--- config.mk ---
export PLATFORM = sky130hd
export DESIGN_NAME = multi_edge_debouncer
export DESIGN_NICKNAME = d
export VERILOG_FILES = /design/src/rtl/edge_pkg.sv /design/src/rtl/debounce_ch.sv /design/src/rtl/multi_edge_debouncer.sv
export SDC_FILE = /design/constraint.sdc
export NUM_CORES = 1
export LEC_CHECK = 0
export BUFFER_PORTS_ARGS = -buffer_cell sky130_fd_sc_hd__buf_2
export CAP_MARGIN = 0
export CORE_ASPECT_RATIO = 0.8
export CORE_MARGIN = 4
export CORE_UTILIZATION = 50
export DETAILED_ROUTE_END_ITERATION = 10
export GPL_TIMING_DRIVEN = 0
export PLACE_DENSITY = 0.73
export SYNTH_ARGS = -nofsm -noshare
export SYNTH_HDL_FRONTEND = slang
export SYNTH_SLANG_ARGS = --single-unit
export TNS_END_PERCENT = 50
--- constraint.sdc ---
create_clock -name clk -period 1.47 [get_ports clk]
set_input_delay 0.147 -clock clk [delete_from_list [all_inputs] [get_ports clk]]
set_output_delay 0.147 -clock clk [all_outputs]
set_load 0.1 [all_outputs]
--- src/rtl/edge_pkg.sv ---
// Shared definitions for the multi-channel edge debouncer.
// Contents:
//   EDGE_*        2-bit per-channel edge mode encodings
//   cnt_width     debounce counter width, never narrower than 1 bit
//   edge_qualify  decides whether a level change is a reportable event
package edge_pkg;

  localparam logic [1:0] EDGE_NONE    = 2'b00;
  localparam logic [1:0] EDGE_ASSERT  = 2'b01;
  localparam logic [1:0] EDGE_RELEASE = 2'b10;
  localparam logic [1:0] EDGE_BOTH    = 2'b11;

  function automatic int cnt_width(input int deb_cycles);
    int w;
    w = $clog2(deb_cycles);
    return (w < 1) ? 1 : w;
  endfunction

  // An assert edge leaves the idle level and a release edge returns to it.
  function automatic logic edge_qualify(input logic [1:0] mode,
                                        input logic       level,
                                        input logic       level_d,
                                        input logic       idle);
    logic assert_s;
    logic release_s;
    logic result_s;
    assert_s  = (level != idle) && (level_d == idle);
    release_s = (level == idle) && (level_d != idle);
    case (mode)
      EDGE_NONE:    result_s = 1'b0;
      EDGE_ASSERT:  result_s = assert_s;
      EDGE_RELEASE: result_s = release_s;
      EDGE_BOTH:    result_s = assert_s | release_s;
      default:      result_s = 1'b0;
    endcase
    return result_s;
  endfunction

endpackage

--- src/rtl/debounce_ch.sv ---
// One input channel: synchroniser, enable-gated debounce counter,
// debounced level and its one-clock-delayed copy.
// Ports:
//   clk, rst_n  clock, asynchronous active-low reset
//   enable      debounce tick qualifier
//   din         raw asynchronous input
//   level       debounced level
//   level_d     level delayed by one clk (for edge detection)
module debounce_ch
  import edge_pkg::*;
#(
  parameter int SYNC_STAGES = 2,
  parameter int DEB_CYCLES  = 4,
  parameter bit IDLE_LEVEL  = 1'b1
) (
  input  logic clk,
  input  logic rst_n,
  input  logic enable,
  input  logic din,
  output logic level,
  output logic level_d
);

  localparam int CW = cnt_width(DEB_CYCLES);
  localparam logic [CW-1:0] CNT_MAX = CW'(DEB_CYCLES - 1);

  logic [SYNC_STAGES-1:0] sync_r;
  logic [CW-1:0]          cnt_r;
  logic [CW-1:0]          cnt_nxt_s;
  logic                   level_r;
  logic                   level_nxt_s;
  logic                   level_d_r;
  logic                   sync_q_s;

  assign sync_q_s = sync_r[SYNC_STAGES-1];
  assign level    = level_r;
  assign level_d  = level_d_r;

  // Debounce counter: any agreement with level restarts the count; only
  // enable ticks advance it, and the final tick commits the new level.
  always_comb begin
    cnt_nxt_s   = cnt_r;
    level_nxt_s = level_r;
    if (sync_q_s == level_r) begin
      cnt_nxt_s = {CW{1'b0}};
    end else if (enable) begin
      if (cnt_r == CNT_MAX) begin
        level_nxt_s = sync_q_s;
        cnt_nxt_s   = {CW{1'b0}};
      end else begin
        cnt_nxt_s = cnt_r + CW'(1);
      end
    end else begin
      cnt_nxt_s   = cnt_r;
      level_nxt_s = level_r;
    end
  end

  // Synchroniser, counter, level and delayed level; level and level_d reset
  // to the same value so reset exit never looks like an edge.
  always_ff @(posedge clk or negedge rst_n) begin
    if (!rst_n) begin
      sync_r    <= {SYNC_STAGES{IDLE_LEVEL}};
      cnt_r     <= {CW{1'b0}};
      level_r   <= IDLE_LEVEL;
      level_d_r <= IDLE_LEVEL;
    end else begin
      sync_r    <= {sync_r[SYNC_STAGES-2:0], din};
      cnt_r     <= cnt_nxt_s;
      level_r   <= level_nxt_s;
      level_d_r <= level_r;
    end
  end

endmodule

--- src/rtl/multi_edge_debouncer.sv ---
// Multi-channel input conditioner: per-channel debounce, mode-qualified
// edge pulse, sticky pending flag and overrun flag with per-channel clear.
// Ports:
//   clk, rst_n     clock, asynchronous active-low reset
//   enable         debounce tick qualifier
//   data_in        raw asynchronous inputs
//   mode           per-channel edge mode, bits [2i+1:2i]
//   clr            per-channel clear of pending_o/overrun_o
//   level_o        debounced levels
//   pulse_o        one-clk event pulse (combinational from level/level_d/mode)
//   pending_o      sticky event flags
//   overrun_o      sticky: event arrived while pending already set
//   any_pending_o  OR of pending_o
module multi_edge_debouncer
  import edge_pkg::*;
#(
  parameter int N_CH        = 4,
  parameter int SYNC_STAGES = 2,
  parameter int DEB_CYCLES  = 4,
  parameter bit IDLE_LEVEL  = 1'b1
) (
  input  logic              clk,
  input  logic              rst_n,
  input  logic              enable,
  input  logic [N_CH-1:0]   data_in,
  input  logic [2*N_CH-1:0] mode,
  input  logic [N_CH-1:0]   clr,
  output logic [N_CH-1:0]   level_o,
  output logic [N_CH-1:0]   pulse_o,
  output logic [N_CH-1:0]   pending_o,
  output logic [N_CH-1:0]   overrun_o,
  output logic              any_pending_o
);

  logic [N_CH-1:0] level_s;
  logic [N_CH-1:0] level_d_s;
  logic [N_CH-1:0] pulse_s;
  logic [N_CH-1:0] pending_r;
  logic [N_CH-1:0] overrun_r;
  logic [N_CH-1:0] pending_nxt_s;
  logic [N_CH-1:0] overrun_nxt_s;

  for (genvar g = 0; g < N_CH; g++) begin : g_ch
    debounce_ch #(
      .SYNC_STAGES (SYNC_STAGES),
      .DEB_CYCLES  (DEB_CYCLES),
      .IDLE_LEVEL  (IDLE_LEVEL)
    ) u_ch (
      .clk     (clk),
      .rst_n   (rst_n),
      .enable  (enable),
      .din     (data_in[g]),
      .level   (level_s[g]),
      .level_d (level_d_s[g])
    );
  end

  // Mode qualification is combinational so a mode change acts immediately.
  always_comb begin
    pulse_s = {N_CH{1'b0}};
    for (int i = 0; i < N_CH; i++) begin
      pulse_s[i] = edge_qualify(mode[2*i +: 2], level_s[i], level_d_s[i], IDLE_LEVEL);
    end
  end

  // Flag update: a pulse always lands in pending; a simultaneous clear only
  // wins over the overrun flag.
  always_comb begin
    pending_nxt_s = pending_r;
    overrun_nxt_s = overrun_r;
    for (int i = 0; i < N_CH; i++) begin
      if (pulse_s[i]) begin
        pending_nxt_s[i] = 1'b1;
        if (clr[i]) begin
          overrun_nxt_s[i] = 1'b0;
        end else if (pending_r[i]) begin
          overrun_nxt_s[i] = 1'b1;
        end else begin
          overrun_nxt_s[i] = overrun_r[i];
        end
      end else if (clr[i]) begin
        pending_nxt_s[i] = 1'b0;
        overrun_nxt_s[i] = 1'b0;
      end else begin
        pending_nxt_s[i] = pending_r[i];
        overrun_nxt_s[i] = overrun_r[i];
      end
    end
  end

  // Sticky flag registers.
  always_ff @(posedge clk or negedge rst_n) begin
    if (!rst_n) begin
      pending_r <= {N_CH{1'b0}};
      overrun_r <= {N_CH{1'b0}};
    end else begin
      pending_r <= pending_nxt_s;
      overrun_r <= overrun_nxt_s;
    end
  end

  assign level_o       = level_s;
  assign pulse_o       = pulse_s;
  assign pending_o     = pending_r;
  assign overrun_o     = overrun_r;
  assign any_pending_o = |pending_r;

endmodule

==> summary.txt <==
Run status
  – Status: finished, violations left
  – Failing checks: setup timing

Clock tree
  – CTS tree: yes
  – Worst-skew pair later-pin latency: 0.28 ns
  – CTS root buf: clkbuf_8
  – # clock sinks: 32
  – Bufs on Longest Clock Path: 2
  – Htree depth: 2
  – CTS buffer count: 5
  – Clock-pin slew on the worst setup and hold paths: 0.07 ns

Yosys
  – Synth async-reset ratio: 100.0%
  – Mapped Cells: 132
  – Flops & latches, synth: 32
  – Mapped Area: 1526 um^2
  – Number of flops mapped to enable cells by yosys: 0
  – Count of unique library cells instantiated by Yosys: 22
  – Sequential-to-total area share from yosys stat: 53.77%
  – Yosys warning total: 0
  – Mapped Avg Cell Area: 11.56 um^2
  – Syn nets: 163
  – Ys flop type: dfstp_2

Finish
  – Leading cell type in the layout, fill and taps excluded: buf_2
  – Most frequent cells in the layout: buf_2, buf_4, dfstp_2, nor2_1, dfrtp_1
  – # nets final: 227
  – # fillers: 152
  – Ant. Diodes: 0
  – P&R area growth vs syn: 52.62%
  – Ratio of cells with drive above 1 in the final layout: 58.38%
  – Area of the multi-input gates: 757.0 um^2
  – Storage element area: 835.8 um^2
  – Post-route cell area: 2330 um^2
  – Post-layout util: 82.35%

Power and ir drop
  – Leak pwr: 1.079 nW
  – Maximum VDD drop: 1.234 mV
  – Power Density: 2320 nW/um^2
  – Design Power: 0.005404 W

Global route
  – Global-route wire length before repair: 6134 um
  – Total gr overflow: 0
  – Largest net degree at the start of global routing: 33
  – Vias in the first global route: 1,311
  – Initial antenna violation count: 0
  – Overall routing resource usage: 20.05%

Detailed routing
  – Met2 WL post-DR: 2039 um
  – M1 wire length: 1408 um
  – Drt wl/cell: 16.10 um
  – Max layer used: met4
  – Detail Route Antenna Nets: 0
  – DRT iter0 DRCs: 47
  – DR DRC count: 0
  – WL final: 3784 um
  – Vias/cell: 5.251
  – Routed met3 length: 214 um
  – Via count: 1,234
  – First-pass detailed-route iteration total: 4

Setup path
  – Crit-path max FO: 3
  – Worst Setup EP: pulse_o[2]
  – Worst r2r src: g_ch[3].u_ch.level_d
  – Worst R2R Path Depth: 9
  – Crit end category: output pin
  – Worst r2r dst: overrun_o[3]
  – Critical path type: reg2out
  – Arrival time at the worst endpoint: 1.67 ns
  – Required time worst endpoint: 1.32 ns
  – Reg2reg setup slack: -0.21 ns
  – Critical path origin: g_ch[2].u_ch.level
  – Startpoint types: flip-flop

Timing
  – Setup TNS: -1.392 ns
  – Number of setup violations in the final report: 6
  – Skew final: 0.005075 ns
  – Crit path time final: 1.813 ns
  – Period utilisation layout: 123.3%
  – Max Fclk: 551.6 MHz
  – Slew @ Worst Pin: 0.6797 ns
  – Worst Slack Setup Final: -0.3430 ns
  – Endpoints failing hold: 0
  – Relative slew margins: 54.69%
  – RSZ-0062 raised after global routing: yes
  – Slew Viols, Final: 0

Min path
  – Hold Path Class: in2reg

Placed design
  – Placed instance area: 1793 um^2
  – Routability congestion estimate: 0.8008
  – Buffers on Ports: 35
  – Hpwl dp: 2028 um
  – Setup WS pre-CTS: -0.2683 ns

Floorplanning
  – Rows: 17
  – Starting Density: 53.96%
  – Die W: 69.78 um
  – # IOs: 36
  – DIE AREA: 4006 um^2
  – Die H: 57.42 um
  – Core area: 2829 um^2

Job
  – Max_cap viols: 0
flip-flops by register name, indices dropped and copies added, names as in the netlist:
signal / cells
pending_o: 4
g_ch.u_ch.level: 4
g_ch.u_ch.level_d: 4
g_ch.u_ch.cnt_r: 8
overrun_o: 4
g_ch.u_ch.sync_r: 8
stage by stage:
stage	hold slack, ns	cells
after floorplan	-0.1486	132
after global placement	0.2174	205
after detailed placement	0.2299	205
after CTS	0.01263	233
after global routing	0.03225	235
final	0.03416	235
report_power, final:
| part | internal, W | switching (W) |
|---|---|---|
| clock network | 0.000502 | 0.000313 |
| logic | 0.00114 | 0.00198 |
| registers | 0.00123 | 0.000237 |
| total | 0.00288 | 0.00253 |
metal layers:
| layer | vias to the layer above | global-route usage, % |
|---|---|---|
| li1 | 576 | - |
| met1 | 605 | 20.09 |
| met2 | 42 | 37.15 |
| met3 | 11 | 5.458 |
| met4 | 0 | 12.30 |
| met5 | - | 0 |
cell families (layout without fill, tap and decap cells):
logic type	after synthesis	count (layout)	synth area share [%]
buffers and inverters	21	86	6.640
adder cells (fa/ha/maj)	12	12	9.836
multiplexers	12	12	8.689
flip-flops	32	32	53.77
AND/OR/NAND/NOR	27	27	7.787
AO/OA/AOI/OAI	24	24	10.98
XOR/XNOR	4	4	2.295
cells in the mapped netlist (all sizes together), types with 4 or more instances:
master / count / area share, %
a21oi: 4 / 1.3
a41oi: 4 / 2.3
buf: 5 / 2.7
dfrtp: 16 / 26
dfstp: 16 / 28
ha: 12 / 9.8
inv: 16 / 3.9
mux2: 4 / 3.4
mux2i: 8 / 5.2
nand2: 10 / 2.8
nor2: 12 / 3.0
nor2b: 4 / 1.6
o211ai: 4 / 2.0
o21ai: 6 / 2.0
o221ai: 4 / 2.3
xnor2: 4 / 2.3
critical path: stages (launching register included):
cell	delay (ns)
dfstp_2	0.60
inv_2	0.06
ha_4	0.15
nor2b_4	0.12
o21ai_2	0.16
o21ai_2	0.10
buf_12	0.17
layout make-up:
cell class                      instances  share of cell area, %
Buffer                                  5                  1.933
Clock buffer                            6                  3.115
Clock inverter                          2                  1.504
Inverter                               16                  2.578
Multi-Input combinational cell         79                  32.49
Sequential cell                        32                  35.88
Tap cell                               38                  2.041
Timing Repair Buffer                   57                  20.46
worst min path at each step:
stage            from                     to  slack, ns  cells past startpoint
2_1_floorplan   rst_n  g_ch[0].u_ch.cnt_r[0]      -0.15                      0
3_3_place_gp    rst_n           overrun_o[0]       0.22                      1
3_5_place_dp    rst_n  g_ch[0].u_ch.cnt_r[1]       0.23                      1
4_1_cts        clr[2]           overrun_o[2]       0.01                      2
5_1_grt        clr[1]           overrun_o[1]       0.03                      2
6_report       clr[2]           overrun_o[2]       0.03                      2
what timing repair did:
| action | in CTS | in global routing |
|---|---|---|
| setup buffers | 15 | 3 |
| hold buffers | 5 | 0 |
| resized for setup | 46 | 15 |
| pin swaps | 10 | 4 |
| endpoints found under the setup margin | 8 | 10 |
| hold endpoints to repair | 20 | 0 |
Power figures use the tool's default switching activity.
